**config.mk**
```make
export PLATFORM = sky130hd
export DESIGN_NAME = uart_reg_bridge_flat
export DESIGN_NICKNAME = d
export VERILOG_FILES = /design/src/rtl/uart_reg_bridge_if.sv /design/src/rtl/uart_reg_bridge.sv /design/src/flat_wrapper.sv
export SDC_FILE = /design/constraint.sdc
export NUM_CORES = 1
export LEC_CHECK = 0
export CORE_MARGIN = 2
export CORE_UTILIZATION = 55
export DETAILED_ROUTE_END_ITERATION = 10
export PLACE_DENSITY = 0.75
export SLEW_MARGIN = 15
export SYNTH_ARGS = -nofsm -noshare
export SYNTH_HDL_FRONTEND = slang
export SYNTH_SLANG_ARGS = --single-unit
```
**constraint.sdc**
```tcl
create_clock -name clk -period 2.97 [get_ports clk]
set_input_delay 0.594 -clock clk [delete_from_list [all_inputs] [get_ports clk]]
set_output_delay 0.594 -clock clk [all_outputs]
set_load 0.01 [all_outputs]
```
**src/rtl/uart_reg_bridge_if.sv**
```systemverilog
// Bus bundle between the frame parser, the UART byte handshake and the
// internal register bus. The bridge is the master; the UART and the
// register file together form the slave side.
interface uart_reg_bridge_if;
  logic [7:0] rx_data;
  logic       rx_valid;
  logic [7:0] tx_data;
  logic       tx_start;
  logic       tx_busy;
  logic [7:0] reg_addr;
  logic [7:0] reg_wdata;
  logic       reg_we;
  logic       reg_re;
  logic [7:0] reg_rdata;

  modport master (
    input  rx_data, rx_valid, tx_busy, reg_rdata,
    output tx_data, tx_start, reg_addr, reg_wdata, reg_we, reg_re
  );

  modport slave (
    output rx_data, rx_valid, tx_busy, reg_rdata,
    input  tx_data, tx_start, reg_addr, reg_wdata, reg_we, reg_re
  );
endinterface

```
**src/rtl/uart_reg_bridge.sv**
```systemverilog
// Host command-frame parser: SYNC, CMD, ADDR, [DATA], CHK frames arriving
// from the UART receiver become register-bus reads/writes, and a one-byte
// response (ACK, read data or NAK) goes back through the UART transmitter.
module uart_reg_bridge #(
  parameter logic [7:0]  SYNC_BYTE    = 8'hA5,
  parameter logic [7:0]  ACK_BYTE     = 8'h06,
  parameter logic [7:0]  NAK_BYTE     = 8'h15,
  parameter int unsigned TIMEOUT_CLKS = 125000
) (
  input  logic                clk,
  input  logic                reset_n,
  uart_reg_bridge_if.master   bus,
  output logic                busy,
  output logic [7:0]          nak_count
);

  localparam logic [7:0]  CMD_WRITE = 8'h01;
  localparam logic [7:0]  CMD_READ  = 8'h02;
  localparam int unsigned TW        = (TIMEOUT_CLKS > 1) ? $clog2(TIMEOUT_CLKS) : 1;
  localparam logic [TW-1:0] TMAX    = TW'(TIMEOUT_CLKS - 1);

  typedef enum logic [3:0] {
    IDLE, CMD, ADDR, DATA, CHK, EXEC, READ_WAIT, RESP, TX_WAIT
  } state_t;

  state_t        state_reg;
  logic [TW-1:0] timeout_reg;
  logic [7:0]    cmd_reg;
  logic [7:0]    addr_reg;
  logic [7:0]    data_reg;
  logic [7:0]    resp_reg;
  logic          read_pending_reg;
  logic          nak_pending_reg;
  logic          seen_busy_reg;
  logic [7:0]    tx_data_reg;
  logic          tx_start_reg;
  logic [7:0]    reg_addr_reg;
  logic [7:0]    reg_wdata_reg;
  logic          reg_we_reg;
  logic          reg_re_reg;
  logic [7:0]    nak_count_reg;
  logic [7:0]    chk_expected;

  // DATA only participates in the checksum for a write frame.
  assign chk_expected = cmd_reg ^ addr_reg ^ ((cmd_reg == CMD_WRITE) ? data_reg : 8'h00);

  assign bus.tx_data   = tx_data_reg;
  assign bus.tx_start  = tx_start_reg;
  assign bus.reg_addr  = reg_addr_reg;
  assign bus.reg_wdata = reg_wdata_reg;
  assign bus.reg_we    = reg_we_reg;
  assign bus.reg_re    = reg_re_reg;
  assign busy          = (state_reg != IDLE);
  assign nak_count     = nak_count_reg;

  // Frame parser, bus strobes, response handshake and inter-byte timeout.
  always_ff @(posedge clk or negedge reset_n) begin
    if (!reset_n) begin
      state_reg        <= IDLE;
      timeout_reg      <= '0;
      cmd_reg          <= '0;
      addr_reg         <= '0;
      data_reg         <= '0;
      resp_reg         <= '0;
      read_pending_reg <= 1'b0;
      nak_pending_reg  <= 1'b0;
      seen_busy_reg    <= 1'b0;
      tx_data_reg      <= '0;
      tx_start_reg     <= 1'b0;
      reg_addr_reg     <= '0;
      reg_wdata_reg    <= '0;
      reg_we_reg       <= 1'b0;
      reg_re_reg       <= 1'b0;
      nak_count_reg    <= '0;
    end else begin
      case (state_reg)
        IDLE: begin
          timeout_reg <= '0;
          if (bus.rx_valid && bus.rx_data == SYNC_BYTE) state_reg <= CMD;
        end
        CMD, ADDR, DATA, CHK: begin
          if (bus.rx_valid) begin
            timeout_reg <= '0;
            case (state_reg)
              CMD: begin
                cmd_reg   <= bus.rx_data;
                state_reg <= ADDR;
              end
              ADDR: begin
                addr_reg  <= bus.rx_data;
                state_reg <= (cmd_reg == CMD_WRITE) ? DATA : CHK;
              end
              DATA: begin
                data_reg  <= bus.rx_data;
                state_reg <= CHK;
              end
              default: begin
                // Strobes go out on this edge so they appear one cycle after CHK.
                read_pending_reg <= 1'b0;
                nak_pending_reg  <= 1'b0;
                if (bus.rx_data == chk_expected && cmd_reg == CMD_WRITE) begin
                  reg_we_reg    <= 1'b1;
                  reg_addr_reg  <= addr_reg;
                  reg_wdata_reg <= data_reg;
                  resp_reg      <= ACK_BYTE;
                end else if (bus.rx_data == chk_expected && cmd_reg == CMD_READ) begin
                  reg_re_reg       <= 1'b1;
                  reg_addr_reg     <= addr_reg;
                  read_pending_reg <= 1'b1;
                end else begin
                  resp_reg        <= NAK_BYTE;
                  nak_pending_reg <= 1'b1;
                end
                state_reg <= EXEC;
              end
            endcase
          end else if (timeout_reg == TMAX) begin
            timeout_reg <= '0;
            state_reg   <= IDLE;
          end else begin
            timeout_reg <= timeout_reg + TW'(1);
          end
        end
        EXEC: begin
          reg_we_reg <= 1'b0;
          reg_re_reg <= 1'b0;
          if (nak_pending_reg && nak_count_reg != 8'hFF) nak_count_reg <= nak_count_reg + 8'd1;
          state_reg <= read_pending_reg ? READ_WAIT : RESP;
        end
        READ_WAIT: begin
          resp_reg  <= bus.reg_rdata;
          state_reg <= RESP;
        end
        RESP: begin
          if (!bus.tx_busy) begin
            tx_data_reg   <= resp_reg;
            tx_start_reg  <= 1'b1;
            seen_busy_reg <= 1'b0;
            state_reg     <= TX_WAIT;
          end
        end
        TX_WAIT: begin
          // The transmitter may raise tx_busy a cycle late; wait for a full high-low cycle.
          tx_start_reg <= 1'b0;
          if (bus.tx_busy) seen_busy_reg <= 1'b1;
          else if (seen_busy_reg) state_reg <= IDLE;
        end
        default: state_reg <= IDLE;
      endcase
    end
  end

endmodule

```
**src/flat_wrapper.sv**
```systemverilog
// flat-port wrapper written by rule: the top's interface ports become plain ports
module uart_reg_bridge_flat 
#(
  parameter logic [7:0]  SYNC_BYTE    = 8'hA5,
  parameter logic [7:0]  ACK_BYTE     = 8'h06,
  parameter logic [7:0]  NAK_BYTE     = 8'h15,
  parameter int unsigned TIMEOUT_CLKS = 125000
)
  (clk, reset_n, busy, nak_count, bus_rx_data, bus_rx_valid, bus_tx_busy, bus_reg_rdata, bus_tx_data, bus_tx_start, bus_reg_addr, bus_reg_wdata, bus_reg_we, bus_reg_re);
  uart_reg_bridge_if bus_i ();
  input  logic clk;
  input  logic reset_n;
  output logic busy;
  output logic [7:0] nak_count;
  input wire logic [$bits(bus_i.rx_data)-1:0] bus_rx_data;
  input wire logic [$bits(bus_i.rx_valid)-1:0] bus_rx_valid;
  input wire logic [$bits(bus_i.tx_busy)-1:0] bus_tx_busy;
  input wire logic [$bits(bus_i.reg_rdata)-1:0] bus_reg_rdata;
  output wire logic [$bits(bus_i.tx_data)-1:0] bus_tx_data;
  output wire logic [$bits(bus_i.tx_start)-1:0] bus_tx_start;
  output wire logic [$bits(bus_i.reg_addr)-1:0] bus_reg_addr;
  output wire logic [$bits(bus_i.reg_wdata)-1:0] bus_reg_wdata;
  output wire logic [$bits(bus_i.reg_we)-1:0] bus_reg_we;
  output wire logic [$bits(bus_i.reg_re)-1:0] bus_reg_re;
  assign bus_i.rx_data = bus_rx_data;
  assign bus_i.rx_valid = bus_rx_valid;
  assign bus_i.tx_busy = bus_tx_busy;
  assign bus_i.reg_rdata = bus_reg_rdata;
  assign bus_tx_data = bus_i.tx_data;
  assign bus_tx_start = bus_i.tx_start;
  assign bus_reg_addr = bus_i.reg_addr;
  assign bus_reg_wdata = bus_i.reg_wdata;
  assign bus_reg_we = bus_i.reg_we;
  assign bus_reg_re = bus_i.reg_re;
  uart_reg_bridge #(.SYNC_BYTE(SYNC_BYTE), .ACK_BYTE(ACK_BYTE), .NAK_BYTE(NAK_BYTE), .TIMEOUT_CLKS(TIMEOUT_CLKS)) u_core (.clk(clk), .reset_n(reset_n), .bus(bus_i), .busy(busy), .nak_count(nak_count));
endmodule
```
==> results of run 1 <==
[cell usage after synthesis, drive strengths merged (3+ instances only)]
library cell	instances
dfrtp	91
mux2	49
nand2	38
nor2	27
o21ai	19
xor2	15
a21oi	13
nand3	13
xnor2	13
nor3	12
and3	11
inv	8
nor2b	7
xnor3	6
buf	5
clkbuf	5
a31oi	4
nand2b	4
nand4	4
nor4	4
or2	4
a21o	3
nand3b	3
nor4b	3
o31ai	3
[path summary, 6_finish.rpt]
path | depth (start not counted) | slack (ps) | to
setup reg to reg | 9 | 440 | u_core.resp_reg[2]
min in group clk | 1 | 500 | u_core.bus.tx_start
max in group asynchronous | 2 | 2050 | u_core.nak_pending_reg
hold reg to reg | 1 | 500 | u_core.bus.tx_start
hold / removal | 1 | 270 | u_core.timeout_reg[9]
setup / recovery | 9 | 430 | u_core.bus.reg_addr[0]
[metal layers]
layer / vias up / GRT usage [%] / share of wire (%)
li1: 1533 / - / -
met1: 1592 / 31.1 / 46
met2: 64 / 37.3 / 50
met3: 10 / 4.33 / 3.4
met4: 0 / 7.97 / 1.4
met5: - / 0 / 0
[through the flow]
stage          hold slack [ps]  power [mW]  std cells  worst slack (ps)  util, %
6_report                   265        4.86        570               431     69.8
5_1_grt                    309        5.18        570               200     69.8
3_5_place_dp               483        3.98        554              39.3     67.1
2_1_floorplan              298        3.35        389               628        -
4_1_cts                    280        4.88        570               420     69.8
3_3_place_gp               472        3.89        554               168     67.1
[critical path, cell delays in order]
cell and delay (ps):
clkdlybuf4s50_1 510, xnor3_1 270, xnor2_1 140, nor3_1 280, a31oi_1 160, nor3_2 150, and3_1 210, buf_4 150
mux2_2 340
[placed cells by master (no fill, tap or decap), types with 9 or more instances in the layout]
master	Yosys	layout
nor2_1	27	27
nor3_1	10	10
buf_4	0	18
nand2_1	38	38
o21ai_0	19	19
mux2_2	49	49
a21oi_1	12	12
and3_1	9	9
nand3_1	12	12
xor2_1	15	15
dfrtp_1	91	91
clkbuf_8	0	11
xnor2_1	13	13
clkdlybuf4s50_1	0	54
[power breakdown]
group / total, mW / leakage, nW / internal [mW] / switching, mW
sequential: 1.95 / 1.18 / 1.59 / 0.364
combinational: 2.02 / 1.16 / 1.09 / 0.931
clock: 0.889 / 0.106 / 0.438 / 0.451
total: 4.86 / 2.44 / 3.11 / 1.75
[layout make-up]
cell class	count	area [µm²]	share of cell area [%]
multi-input combinational	280	2080	38.4
inverter	8	30.0	0.554
clock inverter	5	60.1	1.11
clock buffer	11	151	2.79
timing repair buffer	73	696	12.8
sequential	91	2280	42.0
tap	102	128	2.35
[logic make-up after synthesis]
kind of cell / synth area share (%)
xor+xnor: 9.64
simple gates: 15.8
mux: 12.4
fa+ha+maj: 0.564
flops: 51.3
buf+inv: 1.78
compound gates: 8.46
==> reports/results.txt, run 1 <==
Most used DFF post-synth = dfrtp_1
first-pass detailed-route iteration total = 4
Detail Placement HPWL = 6.53 mm
Synth Register Bits = 91
fin crit share = 85.5%
area grow syn2layout = 22.2%
die height = 93.8 µm
cts hold-fix bufs = 0
final setup skew = 7.40 ps
Nets = 485
status = complete, no violations
clock latency on the worst-skew pair = 370 ps
Vias/cell = 5.61
Sum Neg Setup Slack = 0 ps
vias in the first global route = 3238
H-tree levels = 3
Post-CTS Resized = 0
post-synthesis async set-or-reset flop share = 100%
Worst Hold Class = primary input to asynchronous set/reset pin
Die Footprint = 8810 µm²
Max-Cap Viols = 0
Chip Width = 93.8 µm
CTS tree = built
share of layout cells above drive strength 1 = 21.6%
drt initial violations = 136
Post-CTS Setup Bufs = 0
clk sinks = 91
first-pass GRT wire length = 15.7 mm
antenna cell count = 0
Initial Util = 57.2%
PwrDens = 896 nW/µm²
Final Hold Viols = 0
# IOs = 56
ranking of synthesized cells by area = dfrtp_1 51%, mux2_2 12%, nand2_1 3.2%, xnor3_1 3.0%, xor2_1 3.0%
Crit Path Max Fanout = 5
final wirelength = 9.30 mm
RSZ-0062 raised after global routing = false
vias = 3199
grt ovf = 0
GP Congestion = 0.807
antenna violations before repair = 0
Arr. time, crit path = 2790 ps
count of input and output buffers = 55
total CTS buffers = 9
Max Root-Sink Buffers = 2
Area after DPL = 5210 µm²
Max Clk Rate = 394 MHz
syn avg cell area = 11.4 µm²
worst reg2reg startpoint = u_core.cmd_reg[3]
Reg clk slew, reported paths = 90 ps
Mapped Area = 4440 µm²
Peak VDD IR = 0.000457 V
floorplan core area = 7770 µm²
max_slew headroom = 53.2%
Cell Rows = 32
fin crit period = 2540 ps
most area-hungry cell type in the Yosys netlist = dfrtp_1
GR Util All Layers = 22.9%
count of cell types in the netlist = 48
crit path kind = primary input to flip-flop
Routed wire per std cell = 16.3 µm
crit path capture type = flip-flop
sequential fraction of the synthesis area = 51.3%
Ys Warns = 0
Critical Path RT = 3220 ps
Fillers = 587
worst-margin pin slew = 701 ps
largest net degree at the start of global routing = 54
P_leak = 2.44 nW
Syn Inst Count = 389
Slew Viols, Final = 0
max FFs per register = 17
worst setup path startpoint = bus_rx_data[2]
Final ANT Viol Nets = 0
Remaining DRCs = 0
Yosys top cell area share = 51.3%
Post-Syn Nets = 411
clk root buf = clkbuf_8
Post-synth EDFFs = 0
Setup crit start kind = primary input
final setup vio count = 0
design area = 5430 µm²
Note: power is estimated with default switching activity, not from simulation.
==> run 2: changes to the inputs <==
--- a/config.mk
+++ b/config.mk
@@ -9,6 +9,7 @@
 export CORE_UTILIZATION = 55
 export DETAILED_ROUTE_END_ITERATION = 10
 export PLACE_DENSITY = 0.75
+export REMOVE_ABC_BUFFERS = 1
 export SLEW_MARGIN = 15
 export SYNTH_ARGS = -nofsm -noshare
 export SYNTH_HDL_FRONTEND = slang
==> run 2 against run 1 <==
Sequential share of layout area rose by 0.15 points. Count of clock-buffer cells in the layout down 2. Power fell by 1.4%. Sequential cell count is the same. Largest power group unchanged. Design area fell by 0.35%. Register-to-register slack worse by 60 ps. Clock skew barely moved. Highest routed layer unchanged. Routed wire length shrank 0.34%. Critical path type is now flip-flop to flip-flop.
==> reports/results.txt, run 2 (same netlist as run 1, synthesis figures left out) <==
final setup skew = 7.84 ps (was 7.40 ps)
total CTS buffers = 9 (unchanged)
drt initial violations = 176 (was 136)
P_leak = 2.43 nW (was 2.44 nW)
FF-to-FF End = u_core.bus.reg_wdata[6] (was u_core.resp_reg[2])
vias in the first global route = 3230 (was 3238)
Initial Util = 57.2% (unchanged)
Fillers = 609 (was 587)
Peak VDD IR = 0.000473 V (was 0.000457 V)
H-tree levels = 3 (unchanged)
max_slew headroom = 50.4% (was 53.2%)
clock latency on the worst-skew pair = 360 ps (was 370 ps)
vias = 3187 (was 3199)
Final Util = 69.6% (was 69.8%)
Power Total = 4.79 mW (was 4.86 mW)
cts hold-fix bufs = 0 (unchanged)
Arr. time, crit path = 2830 ps (was 2790 ps)
Chip Width = 93.8 µm (unchanged)
worst-margin pin slew = 744 ps (was 701 ps)
fin crit period = 2590 ps (was 2540 ps)
fin crit share = 87.1% (was 85.5%)
GP Congestion = 0.766 (was 0.807)
Cell Rows = 32 (unchanged)
Slew Viols, Final = 0 (unchanged)
GR Util All Layers = 23.1% (was 22.9%)
clk sinks = 91 (unchanged)
Max-Cap Viols = 0 (unchanged)
RSZ-0062 raised after global routing = false (unchanged)
max FFs per register = 17 (unchanged)
Sum Neg Setup Slack = 0 ps (unchanged)
floorplan core area = 7770 µm² (unchanged)
Critical Path RT = 3210 ps (was 3220 ps)
first-pass detailed-route iteration total = 4 (unchanged)
Die Footprint = 8810 µm² (unchanged)
Final ANT Viol Nets = 0 (unchanged)
Post-CTS Resized = 0 (unchanged)
# IOs = 56 (unchanged)
Max Clk Rate = 386 MHz (was 394 MHz)
Routed wire per std cell = 16.3 µm (about the same)
Detail Placement HPWL = 6.56 mm (was 6.53 mm)
largest net degree at the start of global routing = 60 (was 54)
die height = 93.8 µm (unchanged)
final wirelength = 9.27 mm (was 9.30 mm)
Nets = 485 (unchanged)
commonest non-fill, non-tap cell in the layout = dfrtp_1 (unchanged)
Seq. cell area = 2280 µm² (unchanged)
Reg clk slew, reported paths = 90 ps (about the same)
grt ovf = 0 (unchanged)
Setup crit start kind = flip-flop (was primary input)
count of input and output buffers = 55 (unchanged)
area occupied by multi-input gates = 2080 µm² (unchanged)
Placed Cells = 554 (unchanged)
CTS tree = built (unchanged)
R2R Setup Slk = 380 ps (was 440 ps)
R2R depth = 7 (was 9)
Crit Path Max Fanout = 8 (was 5)
share of layout cells above drive strength 1 = 21.6% (unchanged)
Remaining DRCs = 0 (unchanged)
area grow syn2layout = 21.8% (was 22.2%)
antenna cell count = 0 (unchanged)
Post-CTS Setup Bufs = 0 (unchanged)
crit path kind = flip-flop to flip-flop (was primary input to flip-flop)
Final Hold Viols = 0 (unchanged)
PwrDens = 886 nW/µm² (was 896 nW/µm²)
Max Root-Sink Buffers = 2 (unchanged)
Non-Filler Instances = 570 (unchanged)
crit path capture type = flip-flop (unchanged)
final setup vio count = 0 (unchanged)
most frequent cells in the layout = 91 x dfrtp_1, 54 x clkdlybuf4s50_1, 49 x mux2_2 (unchanged)
status = complete, no violations (unchanged)
Worst Hold Class = primary input to asynchronous set/reset pin (unchanged)
worst reg2reg startpoint = u_core.cmd_reg[3] (unchanged)
clk root buf = clkbuf_8 (unchanged)
first-pass GRT wire length = 15.8 mm (was 15.7 mm)
Vias/cell = 5.59 (was 5.61)
antenna violations before repair = 0 (unchanged)
## run 2: changes by cell type in the layout (fill, tap and decap cells not counted), sizes merged
| cell | previous run | this run |
|---|---|---|
| clkbuf | 11 | 9 |
| clkinv | 2 | 4 |
| clkinvlp | 1 | 2 |
| inv | 9 | 8 |
## run 2: power breakdown
part	leakage [nW]	internal, mW	total, mW	switching (mW)
Clock	0.0950	0.386	0.828	0.443
Sequential	1.18	1.59	1.96	0.369
Combinational	1.16	1.09	2.01	0.915
## run 2: metrics by stage
step / setup slack (ps) / cell area (µm²) / hold slack (ps)
final: 382 / 5410 / 294
after global routing: 214 / 5410 / 345
after CTS: 406 / 5410 / 308
after detailed placement: 121 / 5210 / 484
after global placement: 180 / 5210 / 472
after floorplan: 545 / 4390 / 298
## run 2: critical path, cell delays in order (launching register included)
cell and delay (ps):
dfrtp_1 440, nor4_1 490, and3_1 410, o21ai_0 170, a22oi_2 250, nor2_1 90
nand3_2 240, mux2_2 380
## run 2: layout make-up
type / count / share of cell area [%]
Timing Repair Buffer: 73 / 12.9
Inverter: 8 / 0.555
Multi-Input combinational cell: 280 / 38.5
Sequential cell: 91 / 42.1
Clock buffer: 9 / 2.29
Clock inverter: 7 / 1.27
Tap cell: 102 / 2.36
## run 2: how the worst max path moves through the flow
stage	from	end	slack (ps)	cells after the start
after floorplan	bus_rx_data[3]	u_core.bus.reg_addr[0]	550	7
after global placement	bus_rx_data[3]	u_core.bus.reg_addr[3]	180	9
after detailed placement	bus_rx_data[3]	u_core.bus.reg_addr[4]	120	9
after CTS	u_core.cmd_reg[3]	u_core.bus.reg_wdata[6]	410	7
after global routing	u_core.cmd_reg[3]	u_core.resp_reg[2]	210	9
final	u_core.cmd_reg[3]	u_core.bus.reg_wdata[6]	380	7
## run 2: routing by layer
layer	wire length, µm	GRT usage [%]	part of all wire, %
met1	4270	31.8	46
met2	4610	36.8	50
met5	0	0	0
met4	80	7.85	0.86
met3	310	4.74	3.3
